$ cat src/rtl/pipelined_adder_pkg.sv
// Shared helpers for the pipelined adder: slice sizing and the parameter
// legality rule checked when the block elaborates.
package pipelined_adder_pkg;

   function automatic int stage_width(input int width, input int stages);
      return width / stages;
   endfunction

   function automatic bit params_legal(input int width, input int stages);
      return (width >= 2) && (stages >= 1) && (stages <= width) &&
             (width % stages == 0);
   endfunction

endpackage

$ cat src/rtl/adder_stage.sv
// One registered slice of the pipelined adder. It adds slice IDX of the
// operands with the incoming carry and passes the rest of the payload on.
module adder_stage
   import pipelined_adder_pkg::*;
#(
   parameter int  WIDTH  = 8,
   parameter int  STAGES = 2,
   parameter int  IDX    = 0,
   parameter type payload_t = logic
) (
   input  logic     clk,
   input  logic     rst,
   input  logic     load_i,
   input  logic     up_valid_i,
   input  payload_t up_i,
   output logic     valid_o,
   output payload_t data_o
);

   localparam int W  = stage_width(WIDTH, STAGES);
   localparam int LO = IDX * W;

   logic [W:0] slice_full;
   payload_t   data_d;
   payload_t   data_q;
   logic       valid_q;
   logic       unused_up_ovf;

   assign unused_up_ovf = up_i.ovf;

   // Carry into the slice MSB is recovered as a ^ bx ^ sum at that bit, so the
   // overflow flag falls out without a second adder.
   always_comb begin
      slice_full = {1'b0, up_i.a[LO +: W]} + {1'b0, up_i.bx[LO +: W]}
                 + {{W{1'b0}}, up_i.carry};
      data_d = up_i;
      data_d.sum[LO +: W] = slice_full[W-1:0];
      data_d.carry = slice_full[W];
      data_d.ovf = up_i.a[LO+W-1] ^ up_i.bx[LO+W-1] ^ slice_full[W-1] ^ slice_full[W];
   end

   always_ff @(posedge clk) begin
      if (rst) begin
         valid_q <= 1'b0;
         data_q  <= '0;
      end else if (load_i) begin
         valid_q <= up_valid_i;
         if (up_valid_i) begin
            data_q <= data_d;
         end
      end
   end

   assign valid_o = valid_q;
   assign data_o  = data_q;

endmodule

$ cat src/rtl/pipelined_adder.sv
// Pipelined add/subtract with carry-in, STAGES carry-chained slices and
// valid/ready flow control on both sides.
module pipelined_adder
   import pipelined_adder_pkg::*;
#(
   parameter int WIDTH  = 8,
   parameter int STAGES = 2
) (
   input  logic             clk,
   input  logic             rst,
   input  logic             in_valid,
   output logic             in_ready,
   input  logic [WIDTH-1:0] a,
   input  logic [WIDTH-1:0] b,
   input  logic             c_in,
   input  logic             sub,
   output logic             out_valid,
   input  logic             out_ready,
   output logic [WIDTH-1:0] sum,
   output logic             c_out,
   output logic             ovf
);

   typedef struct packed {
      logic [WIDTH-1:0] sum;
      logic             carry;
      logic             ovf;
      logic [WIDTH-1:0] a;
      logic [WIDTH-1:0] bx;
   } payload_t;

   if (!params_legal(WIDTH, STAGES)) begin : g_illegal
      $error("pipelined_adder: WIDTH=%0d STAGES=%0d is not a legal split", WIDTH, STAGES);
   end

   payload_t          pipe [STAGES+1];
   logic [STAGES:0]   vchain;
   logic [STAGES-1:0] stage_load;
   logic              unused_tail;

   assign vchain[0] = in_valid;
   assign pipe[0]   = '{sum: '0, carry: c_in ^ sub, ovf: 1'b0, a: a, bx: sub ? ~b : b};

   // A stage may load whenever any stage from it to the output is empty, or
   // the output is draining: bubbles collapse without a ripple through ready.
   for (genvar k = 0; k < STAGES; k++) begin : g_stage
      assign stage_load[k] = out_ready || !(&vchain[STAGES:k+1]);

      adder_stage #(
         .WIDTH    (WIDTH),
         .STAGES   (STAGES),
         .IDX      (k),
         .payload_t(payload_t)
      ) u_stage (
         .clk       (clk),
         .rst       (rst),
         .load_i    (stage_load[k]),
         .up_valid_i(vchain[k]),
         .up_i      (pipe[k]),
         .valid_o   (vchain[k+1]),
         .data_o    (pipe[k+1])
      );
   end

   assign in_ready    = stage_load[0];
   assign out_valid   = vchain[STAGES];
   assign sum         = pipe[STAGES].sum;
   assign c_out       = pipe[STAGES].carry;
   assign ovf         = pipe[STAGES].ovf;
   assign unused_tail = ^{pipe[STAGES].a, pipe[STAGES].bx};

endmodule

$ cat config.mk
export PLATFORM = sky130hd
export DESIGN_NAME = pipelined_adder
export DESIGN_NICKNAME = d
export VERILOG_FILES = /design/src/rtl/pipelined_adder_pkg.sv /design/src/rtl/adder_stage.sv /design/src/rtl/pipelined_adder.sv
export SDC_FILE = /design/constraint.sdc
export NUM_CORES = 1
export LEC_CHECK = 0
export ABC_AREA = 1
export CELL_PAD_IN_SITES_DETAIL_PLACEMENT = 0
export CELL_PAD_IN_SITES_GLOBAL_PLACEMENT = 1
export CORE_MARGIN = 1
export CORE_UTILIZATION = 34
export CTS_CLUSTER_DIAMETER = 200
export DETAILED_ROUTE_END_ITERATION = 7
export GPL_TIMING_DRIVEN = 0
export PLACE_DENSITY_LB_ADDON = 0.1
export REMOVE_ABC_BUFFERS = 1
export SLEW_MARGIN = 40
export SYNTH_ARGS = -nofsm -noshare
export SYNTH_HDL_FRONTEND = slang
export SYNTH_SLANG_ARGS = --single-unit
$ cat constraint.sdc
create_clock -name clk -period 2 [get_ports clk]
set_input_delay 0.2 -clock clk [delete_from_list [all_inputs] [get_ports clk]]
set_output_delay 0.2 -clock clk [all_outputs]
set_load 0.01 [all_outputs]
==> After elaboration in Yosys (flattened, before gate mapping) <==
Index checks and enable logic that the tools add are counted.
{ "word_totals": {"latchBits": 0, "in_bits": 22, "ff_bits": 33, "memories": 0, "ram_bits": 0, "wordCells": 26, "mem_bits_ro": 0, "out_inout_bits": 12} }
{ "classes": {"bitwise": 5, "n_eq_ne": 0, "n_lt_le_gt_ge": 0, "n_reduce_logical": 7, "n_div": 0, "muxes": 1, "shifts": 0, "n_mul": 0, "add_sub_neg": 4} }
{ "op_table": {"columns": ["cell", "count"], "rows": [
  ["adder 4 x 4 -> 5 bit", 2],
  ["adder 5 x 1 -> 5 bit", 2],
  ["2-to-1 mux 8 bit", 1],
  ["inverter 8 bit", 1],
  ["AND reduction 2 bit", 3],
  ["bitwise XOR 1 bit", 4],
  ["logical NOT 1 bit", 2],
  ["logical OR 1 bit", 2]
]} }

==> Longest topological paths before layout <==
Gate-level depths: netlist of the first run.
{ "logic_depth": {"word_depth": 4, "depth_mapped": 10, "depth_no_buf": 10} }

==> Hierarchy <==
From an unflattened synthesis of the first run, not the netlist that was laid out.
{ "unflattened": {"hier_cells": 341, "area_unflattened_um2": 2477.4} }
{ "modules_own_cells": {"columns": ["mod", "cells_each", "area_each_um2", "seq_area_each_um2", "n_inst"], "rows": [
  ["adder_stage at g_stage[1].u_stage", 150, 1174.9, 540.5, 1],
  ["adder_stage at g_stage[0].u_stage", 149, 1136.1, 540.5, 1],
  ["pipelined_adder", 42, 166.4, 0.0, 1]
]} }

==> Least setup slack after synthesis of the first run <==
Ideal clock, no wire load.
{ "synth_path": {"path_kind": "input -> register", "start": "in sub", "end": "reg g_stage[0].u_stage.data_q, in the netlist g_stage[0].u_stage.data_o[20]", "setup_ns": 0.116, "path_buffers": 1, "arrival_ns": 1.722, "required_time_ns": 1.884, "slack_ns": 0.162, "cell_stages": 7, "cell_sequence": "buf_2 -> xor2_1 -> fa_1 -> fa_1 -> xor2_1 -> o21ai_0 -> nor2_1"} }
{ "synth_between": {"elab_chain_cells": 3, "elab_cells_between_ends": 4, "cone_classes": "add/sub (2); mux (1); bitwise (1)"} }
{ "synth_rtl": {"columns": ["element", "line_no", "rtl"], "rows": [
  ["start: declaration", "pipelined_adder.sv:16", "input logic sub,"],
  ["2-to-1 mux 8 bit", "pipelined_adder.sv:42", "assign pipe[0] = '{sum: '0, carry: c_in ^ sub, ovf: 1'b0, a: a, bx: sub ? ~b : b};"],
  ["adder 4 x 4 -> 5 bit", "adder_stage.sv:34", "slice_full = {1'b0, up_i.a[LO +: W]} + {1'b0, up_i.bx[LO +: W]}"],
  ["adder 5 x 1 -> 5 bit *", "adder_stage.sv:35", "+ {{W{1'b0}}, up_i.carry};"],
  ["end signal: assignment", "adder_stage.sv:49", "data_q <= data_d;"],
  ["end: declaration", "adder_stage.sv:25", "payload_t data_q;"]
]} }
Mark *: on every way between the ends. The rest lies on a longest branch, timed or not.
A chain may end at the register's enable or synchronous reset.

==> Worst setup path after layout of the first run <==
{ "layout_path": {"start": "in b[0]", "end": "reg g_stage[0].u_stage.data_q, in the netlist g_stage[0].u_stage.data_o[17]"} }
{ "layout_between": {"elab_chain_cells": 4} }
{ "layout_rtl": {"columns": ["element", "line_no", "rtl"], "rows": [
  ["start: declaration", "pipelined_adder.sv:14", "input logic [WIDTH-1:0] b,"],
  ["inverter 8 bit", "pipelined_adder.sv:42", null],
  ["2-to-1 mux 8 bit *", "pipelined_adder.sv:42", null],
  ["adder 4 x 4 -> 5 bit *", "adder_stage.sv:34", null],
  ["adder 5 x 1 -> 5 bit *", "adder_stage.sv:35", null]
]} }
Marked as above.

==> results of run 1 <==
==> sequential cells by signal, summed over array words and instances (netlist names) <==
name	flops
g_stage.u_stage.data_o	23
g_stage.u_stage.valid_o	2
==> critical path, stage by stage <==
cell and delay [ps]:
clkdlybuf4s50_1 410, xor2_1 160, fa_1 450, fa_1 420, a21oi_1 150, nor2_1 50
nor3_1 130, nor2_1 50
==> per-layer routing <==
| metal | global-route usage [%] | up-vias | part of all wire [%] |
|---|---|---|---|
| met2 | 24.60 | 34 | 47 |
| li1 | - | 600 | - |
| met4 | 5.833 | 0 | 0.67 |
| met5 | 0 | - | 0 |
| met1 | 15.73 | 473 | 48 |
| met3 | 2.321 | 2 | 4.6 |
==> power by group through the flow <==
stage / Combinational [µW] / Sequential [µW] / Clock, µW
6_report: 288 / 563 / 298
4_1_cts: 293 / 564 / 307
2_1_floorplan: 167 / 578 / 0
3_5_place_dp: 291 / 575 / 0
3_3_place_gp: 289 / 573 / 0
5_1_grt: 334 / 569 / 330
==> timing repair <==
action	in CTS	in global routing
hold buffers	0	0
setup endpoints to repair	3	2
gates resized for setup	1	2
==> Yosys cell counts, drive strengths merged <==
cell type	count
fa	4
a21oi	13
nor2	33
buf	4
or2	2
nand3	8
o21ai	20
nand2	24
nor3	1
dfxtp	25
inv	16
ha	6
clkbuf	2
xor2	10
==> through the flow <==
step           setup WS, ps  area (µm²)  util, %  total power [µW]  setup TNS [ps]
2_1_floorplan         372.9        1265        -             744.9               0
3_3_place_gp         -507.9        1655    44.88             861.6           -1438
3_5_place_dp         -513.9        1655    44.88             866.7           -1481
4_1_cts               47.67        1699    46.07              1163               0
5_1_grt               20.08        1695    45.96              1234               0
6_report              140.2        1695    45.96              1150               0
==> cell type report <==
class	count	share of cell area [%]
clock buffer	4	2.657
tap	48	3.542
multi-input combinational	121	41.55
sequential	25	29.52
inverter	16	3.542
timing repair buffer	33	19.19
==> worst min-delay path by stage <==
stage	startpoint	end	slack, ps
floorplan	rst	g_stage[1].u_stage.data_o[24]	260
global placement	g_stage[0].u_stage.data_o[21]	g_stage[1].u_stage.data_o[21]	440
detailed placement	g_stage[0].u_stage.data_o[21]	g_stage[1].u_stage.data_o[21]	450
CTS	g_stage[0].u_stage.data_o[21]	g_stage[1].u_stage.data_o[21]	460
global route	g_stage[0].u_stage.data_o[21]	g_stage[1].u_stage.data_o[21]	470
finish	g_stage[0].u_stage.data_o[21]	g_stage[1].u_stage.data_o[21]	460
==> kinds of logic (layout without fill, tap and decap cells) <==
kind of cell    after synthesis  count (layout)  synth area share [%]
fa+ha+maj                    10              10                 11.83
compound gates               33              33                 13.17
simple gates                 68              68                 22.04
flops                        25              25                 38.17
buf+inv                      22              53                 8.111
xor+xnor                     10              10                 6.679
==> reports/metrics.csv, run 1 <==
stage,metric,value,unit
routing,avgRoutedWirePerCell,10.22,µm
die,row_count,22,
die,die_w,64.10,µm
placement,hpwl,1964,µm
layout,layout_common_cells,"nor2_1, clkdlybuf4s50_1, dfxtp_1",
sta,fmax,0.5377,GHz
routing,drcViolationCount,0,
clocking,cts_sinks,25,
hold_path,hold_depth,2,
synth,synth_area_leaders,"dfxtp_1, nor2_1, xor2_1",
placement,port_buffers,33,
routing,drtIter0Drc,38,
clocking,clock_path_buffers,2,
die,dieArea,4109,µm²
clocking,cts_max_level,1,
clocking,post_cts_buffers,0,
sta,finalCriticalPeriod,1860,ps
sta,setup_viol,0,
layout,syn_to_final_growth,29.29,%
synth,ys_seq_elements,25,
layout,fin_nets,232,
pwr,switching_share,28.18,%
die,die_h,64.10,µm
synth,yosys_warnings,0,
placement,dp.cells,243,
die,ios,34,
clocking,cts_buffers,3,
sta,hold_viol_final,0,
job,maxCapViolations,0,
setup_path,cp-start-kind,input pin,
sta,fin_skew,3.512,ps
sta,fin_crit_sh,92.99,%
synth,syn_area,1311,µm²
global_route,grt_pass1_wl,4367,µm
global_route,antenna_found_initial,0,
pwr,p_sw,323.9,µW
routing,ant_nets,0,
pwr,power_leakage,0.0007492,µW
sta,maxSlewViolCount,0,
setup_path,crit_fanout,2,
layout,seqCellArea,500.5,µm²
global_route,grt-ovfl-total,0,
clocking,clkLatencyLatePin,270,ps
sta,hold_ws,456.5,ps
pwr,clkPwrFrac,26.0,%
layout,drive_gt1_share,7.035,%
hold_path,min_path_type,register to register,
global_route,grt_use_total,13.64,%
pwr,ir_worst_vdd,287.5,µV
routing,vias_per_cell,4.490,
pwr,p_seq_share,49.0,%
clocking,cts_tree,done,
synth,synth_area_per_cell,7.805,µm²
setup_path,endpoint_kind,register,
layout,multi_input_area,704.4,µm²
setup_path,worstPathRequired,2160,ps
layout,final_cells,247,
synth,yosysSeqAreaShare,38.17,%
layout,fill_cells,405,
die,core_area,3689,µm²
layout,layout_commonest_cell,nor2_1,
setup_path,crit_end,g_stage[0].u_stage.data_o[17],
pwr,p_int,825.8,µW
routing,vias,1109,
synth,yosysUniqueCellTypes,20,
synth,yosys.area.top_type,dfxtp_1,
clocking,root_buffer,clkbuf_8,
global_route,grt_pass1_vias,1044,
sta,rsz0062_at_grt,no,
synth,synth_cells,168,
setup_path,r2r-start,g_stage[0].u_stage.data_o[4],
pwr,power_frac_comb,25.1,%
sta,tightest_slew,697.5,ps
outcome,status,finished clean,
routing,routed_wl,2525,µm
clocking,clk_pin_slew,80,ps
routing,firstDrtPassIters,4,
setup_path,r2r_cells,10,
placement,globalplace.congestion,0.7767,
setup_path,r2r_end,g_stage[1].u_stage.data_o[16],
synth,yosysTopAreaCellShare,38.17,%
setup_path,r2r_slack,340,ps
setup_path,crit_type,input pin to register,
die,start_util,35.55,%
sta,maxSlewHeadroom,53.50,%
pwr,powerDensity,678.1,nW/µm²
global_route,grt_max_degree,21,
setup_path,crit_start,b[0],
layout,diodes,0,
setup_path,arrival,2020,ps
(Power assumes the default switching activity.)
==> run 2, diff against run 1 <==
MAX_ROUTING_LAYER = met4   (was default)
==> run 2 against run 1 <==
  * Clock-buffer cell count unchanged
  * Design area unchanged
  * Cell count unchanged
  * Via count about the same
  * Non-clock buffer count unchanged
  * Sequential power about the same
  * Clock power about the same
  * Routed wire length decreased by 0.12%
  * Utilization unchanged
  * Flip-flop and latch count unchanged
  * Worst setup slack about the same
==> reports/metrics.csv, run 2 (synthesis gave the netlist of run 1 again) <==
stage,metric,value,unit
setup_path,cp-start-kind,input pin,
global_route,grt_use_total,14.02,%
sta,tightest_slew,704.8,ps
die,start_util,35.55,%
layout,syn_to_final_growth,29.29,%
clocking,cts_tree,done,
routing,firstDrtPassIters,4,
routing,avgRoutedWirePerCell,10.21,µm
global_route,grt_max_degree,21,
die,core_area,3689,µm²
setup_path,crit_slowest_cell,fa_1,
global_route,grt-ovfl-total,0,
setup_path,crit_start,b[0],
pwr,power,1150,µW
clocking,clock_path_buffers,2,
job,maxCapViolations,0,
layout,layout_commonest_cell,nor2_1,
sta,rsz0062_at_grt,no,
layout,drive_gt1_share,7.035,%
die,die_h,64.10,µm
setup_path,r2r_slack,340,ps
setup_path,worstPathRequired,2170,ps
setup_path,r2r_cells,10,
setup_path,arrival,2020,ps
global_route,grt_pass1_wl,4367,µm
hold_path,hold_depth,2,
routing,drcViolationCount,0,
layout,utilization,45.96,%
die,ios,34,
layout,fin_nets,232,
routing,ant_nets,0,
placement,port_buffers,33,
die,die_w,64.10,µm
placement,globalplace.congestion,0.7873,
global_route,antenna_found_initial,0,
setup_path,slowest_delay,450,ps
global_route,grt_pass1_vias,1043,
sta,finalCriticalPeriod,1860,ps
sta,maxSlewViolCount,0,
layout,layout_common_cells,"nor2_1, clkdlybuf4s50_1, dfxtp_1",
setup_path,r2r-start,g_stage[0].u_stage.data_o[4],
setup_path,crit_type,input pin to register,
clocking,cts_buffers,3,
setup_path,endpoint_kind,register,
clocking,clk_pin_slew,80,ps
die,row_count,22,
sta,fmax,0.5378,GHz
clocking,cts_max_level,1,
clocking,root_buffer,clkbuf_8,
sta,fin_skew,3.115,ps
layout,largest_reg_flops,23,
sta,maxSlewHeadroom,53.01,%
pwr,power_leakage,0.0007492,µW
pwr,powerDensity,678.3,nW/µm²
pwr,ir_worst_vdd,287.3,µV
outcome,status,finished clean,
global_route,met2_usage,24.60,%
setup_path,path_cells,"clkdlybuf4s50_1, xor2_1, fa_1, fa_1, a21oi_1, nor2_1, nor3_1, nor2_1",
routing,vias_per_cell,4.486,
clocking,cts_hold_buffers,0,
routing,vias,1108,
sta,fin_crit_sh,92.98,%
clocking,cts_sinks,25,
hold_path,min_path_type,register to register,
setup_path,r2r_end,g_stage[1].u_stage.data_o[16],
die,dieArea,4109,µm²
sta,hold_viol_final,0,
setup_path,crit_fanout,2,
routing,drtIter0Drc,40,
clocking,clkLatencyLatePin,270,ps
sta,setup_viol,0,
placement,hpwl,1964,µm
global_route,busiest_layer,met2,
layout,diodes,0,
global_route,global_route.usage.met1,15.73,%
setup_path,crit_end,g_stage[0].u_stage.data_o[17],
global_route,use_met3,2.321,%
routing,routed_wl,2522,µm
-- run 2: cell counts in the layout (fill, tap and decap cells not counted) --
Identical to the previous run, type by type.
-- run 2: worst min path at each step --
stage	slack, ps	startpoint	to
2_1_floorplan	260	rst	g_stage[1].u_stage.data_o[24]
3_3_place_gp	440	g_stage[0].u_stage.data_o[21]	g_stage[1].u_stage.data_o[21]
3_5_place_dp	450	g_stage[0].u_stage.data_o[21]	g_stage[1].u_stage.data_o[21]
4_1_cts	460	g_stage[0].u_stage.data_o[21]	g_stage[1].u_stage.data_o[21]
5_1_grt	470	g_stage[0].u_stage.data_o[21]	g_stage[1].u_stage.data_o[21]
6_report	460	g_stage[0].u_stage.data_o[21]	g_stage[1].u_stage.data_o[21]
-- run 2: per-stage QoR --
| step | instances | TNS, ps | area, µm² | setup slack (ps) | hold slack, ps |
|---|---|---|---|---|---|
| after CTS | 247 | 0 | 1699 | 47.67 | 459.7 |
| final | 247 | 0 | 1695 | 140.5 | 456.5 |
| after global placement | 243 | -1438 | 1655 | -507.9 | 443.6 |
| after global routing | 247 | 0 | 1695 | 20.07 | 467.8 |
| after floorplan | 162 | 0 | 1265 | 372.9 | 262.4 |
| after detailed placement | 243 | -1481 | 1655 | -513.9 | 447.7 |
-- run 2: critical path, delay by kind of cell --
family	cells	cell delay (ps)
AOI/OAI and AO/OA	1	150
buffers and inverters	1	410
xor gates and xnor gates	1	160
adders and majority gates	2	870
and+or+nand+nor	3	230
-- run 2: area by class of cell --
cell class / instances / area, µm²
Clock buffer: 4 / 45.04
Fill cell: 405 / 1993
Inverter: 16 / 60.06
Multi-Input combinational cell: 121 / 704.4
Sequential cell: 25 / 500.5
Tap cell: 48 / 60.06
Timing Repair Buffer: 33 / 325.3
-- run 2: routing by layer --
| layer | wire, µm | share of wire (%) |
|---|---|---|
| met5 | 0 | 0 |
| met4 | 38 | 1.5 |
| met3 | 116 | 4.6 |
| met2 | 1151 | 46 |
| met1 | 1215 | 48 |
-- run 2: power breakdown --
part	switching, µW	internal, µW	total (µW)	leakage, µW
Combinational	144	144	288	0.000519
Clock	156	142	299	0.0000228
Sequential	23.5	539	563	0.000207
-- run 2: repair_timing --
item                       CTS  global route
resized for setup            1             2
setup endpoints to repair    3             2
buffers inserted             0             0
